--- src/rtl/data_slice_pkg.sv ---
// Shared types and sizing helpers for the data_slice sequential splitter.
// Optional zero-slice skipping is enabled with DATA_SLICE_SKIP_ZERO_EN.
package data_slice_pkg;

  typedef enum logic {
    IDLE,
    SEND
  } state_t;

  // One extra bit guarantees the top slice carries the sign.
  function automatic int slice_count(input int dw, input int sw);
    return (dw + sw) / sw;
  endfunction

  function automatic int idx_width(input int ns);
    return (ns <= 1) ? 1 : $clog2(ns);
  endfunction

endpackage

--- src/rtl/data_slice_ext.sv ---
// Per-lane sign extension, slice selection by index and per-slice
// all-lane zero flags (purely combinational).
module data_slice_ext
  import data_slice_pkg::*;
#(
  parameter int DN = 6,
  parameter int DW = 22,
  parameter int SW = 8,
  parameter int NS = slice_count(DW, SW),
  parameter int IW = idx_width(NS)
) (
  input  logic [DN*DW-1:0] word,
  input  logic [IW-1:0]    idx,
  output logic [DN*SW-1:0] slice,
  output logic [NS-1:0]    zero
);

  logic [NS*SW-1:0] lane_ext [DN];

  for (genvar i = 0; i < DN; i++) begin : g_ext
    assign lane_ext[i] = {
      {(NS*SW-DW){word[i*DW+DW-1]}},
      word[i*DW +: DW]
    };
  end

  always_comb begin
    slice = '0;
    for (int k = 0; k < NS; k++) begin
      if (idx == IW'(k)) begin
        for (int i = 0; i < DN; i++) begin
          slice[i*SW +: SW] = lane_ext[i][k*SW +: SW];
        end
      end
    end
  end

  always_comb begin
    zero = '1;
    for (int k = 0; k < NS; k++) begin
      for (int i = 0; i < DN; i++) begin
        if (lane_ext[i][k*SW +: SW] != '0) begin
          zero[k] = 1'b0;
        end
      end
    end
  end

endmodule

--- src/rtl/data_slice_seq.sv ---
// Sequential multi-lane splitter: one word in, NS slices out, LSB first.
// Define DATA_SLICE_SKIP_ZERO_EN to drop all-zero non-top slices.
module data_slice_seq
  import data_slice_pkg::*;
#(
  parameter int DN = 6,
  parameter int DW = 22,
  parameter int SW = 8,
  localparam int NS = slice_count(DW, SW),
  localparam int IW = idx_width(NS)
) (
  input  logic             clk,
  input  logic             rst_n,
  input  logic             m_valid,
  output logic             m_ready,
  input  logic [DN*DW-1:0] m_data,
  output logic             s_valid,
  input  logic             s_ready,
  output logic [DN*SW-1:0] s_data,
  output logic [IW-1:0]    s_idx,
  output logic             s_signed,
  output logic             s_last
);

  localparam logic [IW-1:0] LAST = IW'(NS - 1);

  state_t           state_q;
  state_t           state_d;
  logic [DN*DW-1:0] word_q;
  logic [DN*DW-1:0] src;
  logic [DN*SW-1:0] slice;
  logic [NS-1:0]    zero;
  logic [IW-1:0]    k_d;
  logic [IW-1:0]    k_first;
  logic [IW-1:0]    k_next;
  logic             accept;
  logic             adv;
  logic             load;

  assign s_valid = (state_q == SEND);
  assign m_ready = (state_q == IDLE)
                 | (s_valid & s_ready & s_last);
  assign accept  = m_valid & m_ready;
  assign adv     = s_valid & s_ready & ~s_last;

  // Slice the incoming word on accept, else the held word.
  assign src = accept ? m_data : word_q;

  data_slice_ext #(
    .DN(DN),
    .DW(DW),
    .SW(SW),
    .NS(NS),
    .IW(IW)
  ) u_ext (
    .word (src),
    .idx  (k_d),
    .slice(slice),
    .zero (zero)
  );

`ifdef DATA_SLICE_SKIP_ZERO_EN
  function automatic logic [IW-1:0] pick(
    input logic [NS-1:0] z,
    input int            start
  );
    logic [IW-1:0] r;
    logic          hit;
    r   = LAST;
    hit = 1'b0;
    for (int k = 0; k < NS; k++) begin
      if (!hit && k >= start &&
          (k == NS - 1 || !z[k])) begin
        r   = IW'(k);
        hit = 1'b1;
      end
    end
    return r;
  endfunction

  assign k_first = pick(zero, 0);
  assign k_next  = pick(zero, int'(s_idx) + 1);
`else
  logic unused_zero;
  assign unused_zero = ^zero;
  assign k_first = '0;
  assign k_next  = s_idx + IW'(1);
`endif

  always_ff @(posedge clk or negedge rst_n) begin
    if (!rst_n) begin
      state_q <= IDLE;
    end else begin
      state_q <= state_d;
    end
  end

  always_comb begin
    state_d = state_q;
    k_d     = s_idx;
    unique case (state_q)
      IDLE: begin
        if (m_valid) begin
          state_d = SEND;
          k_d     = k_first;
        end
      end
      SEND: begin
        if (s_ready) begin
          if (!s_last) begin
            k_d = k_next;
          end else if (m_valid) begin
            k_d = k_first;
          end else begin
            state_d = IDLE;
            k_d     = '0;
          end
        end
      end
      default: state_d = IDLE;
    endcase
  end

  assign load = (state_d == SEND) & (accept | adv);

  always_ff @(posedge clk or negedge rst_n) begin
    if (!rst_n) begin
      word_q   <= '0;
      s_data   <= '0;
      s_idx    <= '0;
      s_signed <= 1'b0;
      s_last   <= 1'b0;
    end else begin
      if (accept) begin
        word_q <= m_data;
      end
      if (load) begin
        s_data   <= slice;
        s_idx    <= k_d;
        s_signed <= (k_d == LAST);
        s_last   <= (k_d == LAST);
      end else if (state_d == IDLE) begin
        s_data   <= '0;
        s_idx    <= '0;
        s_signed <= 1'b0;
        s_last   <= 1'b0;
      end
    end
  end

endmodule

--- config.mk ---
export PLATFORM = sky130hd
export DESIGN_NAME = data_slice_seq
export DESIGN_NICKNAME = d
export VERILOG_FILES = /design/src/rtl/data_slice_pkg.sv /design/src/rtl/data_slice_ext.sv /design/src/rtl/data_slice_seq.sv
export SDC_FILE = /design/constraint.sdc
export NUM_CORES = 1
export LEC_CHECK = 0
export CORE_MARGIN = 10
export CORE_UTILIZATION = 50
export CTS_CLUSTER_DIAMETER = 120
export DETAILED_ROUTE_END_ITERATION = 8
export GPL_TIMING_DRIVEN = 0
export PLACE_DENSITY = 0.88
export SETUP_SLACK_MARGIN = 0.3
export SKIP_LAST_GASP = 1
export SYNTH_ARGS = -nofsm -noshare
export SYNTH_HDL_FRONTEND = slang
export SYNTH_SLANG_ARGS = --single-unit
--- constraint.sdc ---
create_clock -name clk -period 2.5 [get_ports clk]
set_input_delay 0.25 -clock clk [delete_from_list [all_inputs] [get_ports clk]]
set_output_delay 0.25 -clock clk [all_outputs]
set_load 0.03 [all_outputs]
==> metrics.md <==
| Metric | Value |
|---|---|
| Status | finished, final reports clean |
| Final-layout fill cell count | 944 |
| Post-synthesis sequential area ratio | 58.3% |
| I/O Pins | 190 |
| Count of final hold-check violations | 0 |
| Final Slew Violations | 0 |
| Final setup vio count | 0 |
| Achievable frequency | 0.430 GHz |
| Kind of start point of the critical path | register |
| R2r endpoint | s_data[10] |
| Path type of the worst min-delay path | input port to register |
| Number of nets produced by synthesis | 668 |
| Data arrival time of the critical path | 2.62 ns |
| Part of the cycle the worst path needs | 92.9% |
| Area added between synthesis and finish | 41.1% |
| Number of violations of the max-capacitance limit | 0 |
| Largest vdd supply drop | 0.000703 V |
| DRC | 0 |
| Clock period minus worst slack | 2.32 ns |
| Starting utilization of the core area | 51.6% |
| Detailed-router iteration count before antenna repair | 5 |
| Start of the worst register-to-register path | s_last |
| Max transition margin | 39.1% |
| Insertion delay to the later sink of the worst-skew pair | 0.44 ns |
| Detailed placement HPWL | 16.0 mm |
| Count of different cell masters after synthesis | 33 |
| NumNets Final | 893 |
| RSZ-0062 raised after global routing | yes |
| Placed cell count | 931 |
| Capturing element type of the critical path | register |
| Overall global routing resource usage | 21.1% |
| CTS clk-pin slew, worst paths | 0.07 ns |
| Number of antenna violations at the first check in global routing | 0 |
| Final worst clock skew | 0.0108 ns |
| Antenna fix cells | 0 |
| Biggest area contributors in the synthesized netlist | dfrtp_1 (58%), mux2_2 (13%), mux2_4 (7.0%) |
| Fraction of final layout cells with drive strength greater than 1 | 33.6% |
| Register-to-register setup slack | 0.18 ns |
| Pre-CTS setup slack | 0.0323 ns |
| Number of standard cells after synthesis | 532 |
| Setup CP Type | register to register |
| Flops & latches, synth | 184 |
| Post-synth top area cell | dfrtp_1 |
| Worst Hold Endpoint | s_valid |
| Largest fanout on the critical path | 10 |
| CTS Buffer Depth | 2 |
| Via count of the first global-routing pass | 6119 |
| Final weighted congestion in routability-driven placement | 0.855 |
| Area fraction of the dominant cell type after synthesis | 58.3% |
| Clk Tree Root Cell | clkbuf_16 |
| Die Width | 146 um |
| Sink count of the clock tree | 184 |
| Number of DRC violations after detailed-routing iteration 0 | 374 |
| First-pass GRT wire length | 35.3 mm |
| Count of input and output buffers | 187 |
| Setup TNS | 0 ns |
| Wire length after detailed routing | 24.1 mm |
| Vertical extent of the die | 146 um |
| Number of vias per cell after detailed routing | 5.81 |
| Number of core rows | 45 |
| CTS tree | built |
| Final global-route overflow total | 0 |
| Launch instance of the worst min-delay path | m_valid |
| Routed wirelength normalized by instance count | 24.6 um |
| Setup slack of the critical path after layout | 0.177 ns |
| Remaining antenna violation count | 0 |
| Total via count after detailed routing | 5703 |
| Die area | 21200 um^2 |
| Power per Cell Area | 1360 nW/um^2 |
| Overall power | 15.2 mW |
| Inserted Clock Buffers | 17 |
| Number of warning messages in the yosys log | 0 |
| Cell count of the worst reg-to-reg path | 8 |
| Fin cells | 981 |
| Mapped Avg Cell Area | 14.8 um^2 |
| CTS H-Tree Depth | 4 |
| Post-Synthesis Cell Area | 7900 um^2 |
| Slew at the pin with the worst max-slew slack | 0.914 ns |
| Pin count of the biggest net entering global routing | 131 |
| LEAKAGE | 4.94 nW |
| Worst hold path stage count | 3 |
| Required time of the critical path | 2.80 ns |
| Placeable core area | 15300 um^2 |
-- registers in the layout (all words and copies together) (netlist names) --
register,cells
s_data,48
s_idx,2
s_last,1
s_valid,1
word_q,132
-- cell type report --
cell class	instances	area, um^2	share of cell area (%)
Buffer	46	405	3.64
Clock buffer	23	488	4.38
Clock inverter	9	140	1.26
Inverter	3	11.3	0.101
Multi-Input combinational cell	299	3120	28.0
Sequential cell	184	4610	41.4
Tap cell	211	264	2.37
Timing Repair Buffer	206	2100	18.8
-- synth_stat cells --
cell,count
inv_1,3
buf_4,2
a22o_1,39
a21bo_1,1
a211o_1,1
a21bo_2,1
nand3_1,1
nor4bb_1,3
nand2_4,1
o21ba_2,30
o21ai_0,11
mux2_2,94
nor3b_1,1
a21oi_1,4
nor3_1,1
buf_1,1
a211oi_1,1
a221oi_1,3
buf_6,7
mux2_4,37
xor2_1,1
nand2_1,13
clkbuf_1,19
nor2b_1,1
a221o_1,39
buf_2,17
nor4b_1,1
a211oi_2,1
o221ai_1,1
a222oi_1,6
nor2_1,6
or3_1,1
dfrtp_1,184
-- power by group --
group / total [mW] / switching [mW] / internal [mW]
logic: 7.32 / 3.55 / 3.76
registers: 5.05 / 0.609 / 4.44
clock network: 2.83 / 1.14 / 1.69
total: 15.2 / 5.31 / 9.89
-- per-layer routing --
| metal | up-vias | global-route usage [%] | wire [um] |
|---|---|---|---|
| li1 | 2462 | - | - |
| met1 | 2959 | 26.5 | 10000 |
| met2 | 257 | 34.5 | 12100 |
| met3 | 25 | 6.18 | 1640 |
| met4 | 0 | 5.97 | 346 |
| met5 | - | 0 | 0 |
-- how the worst max path moves through the flow --
| stage | startpoint | to | slack, ns | depth (start not counted) |
|---|---|---|---|---|
| 2_1_floorplan | s_valid | s_data[4] | 0.33 | 8 |
| 3_3_place_gp | rst_n | s_last | -6.51 | 1 |
| 3_5_place_dp | s_valid | s_data[40] | 0.03 | 8 |
| 4_1_cts | s_idx[0] | s_data[17] | 0.29 | 7 |
| 5_1_grt | s_last | s_data[10] | 0.15 | 8 |
| 6_report | s_last | s_data[10] | 0.18 | 8 |
-- layout by cell type (no fill, tap or decap), types with 5 or more instances in the layout --
master / count
a221o_1: 39
mux2_2: 91
a22o_1: 39
a222oi_1: 6
buf_6: 5
clkbuf_1: 11
o21ba_2: 30
clkdlybuf4s50_1: 186
clkbuf_2: 7
buf_4: 26
nor2_1: 5
clkbuf_16: 18
dfrtp_1: 183
buf_12: 7
nand2_1: 13
o21ai_0: 8
mux2_4: 40
-- logic make-up after synthesis --
kind of cell    share of synthesized area [%]
mux                                      20.4
compound gates                           15.8
flops                                    58.3
xor+xnor                                0.111
simple gates                             1.92
buf+inv                                  3.36
-- worst max-delay path, cell delays in order, from the launching register on --
cell and delay (ns):
dfrtp_2 0.43, buf_4 0.14, buf_4 0.14, nor4bb_4 0.37, a211o_1 0.18, clkbuf_4 0.22, buf_4 0.23, a222oi_1 0.11
o21ai_0 0.38
-- metrics by stage --
| stage | hold WS (ns) | util, % | area, um^2 |
|---|---|---|---|
| finish | 0.122 | 72.7 | 11100 |
| global route | 0.115 | 72.7 | 11100 |
| CTS | 0.108 | 71.4 | 10900 |
| detailed placement | 0.191 | 65.7 | 10100 |
| global placement | 0.464 | 65.5 | 10000 |
| floorplan | -0.0456 | - | 7900 |
-- repair_timing --
action	4_1_cts	5_1_grt
resized for setup	44	40
hold buffers	1	0
cloned	2	1
pin swaps	2	9
setup buffers	5	9
setup endpoints to repair	48	48
endpoints found under the hold margin	54	0
No activity file was read; power rests on OpenSTA's default activity.
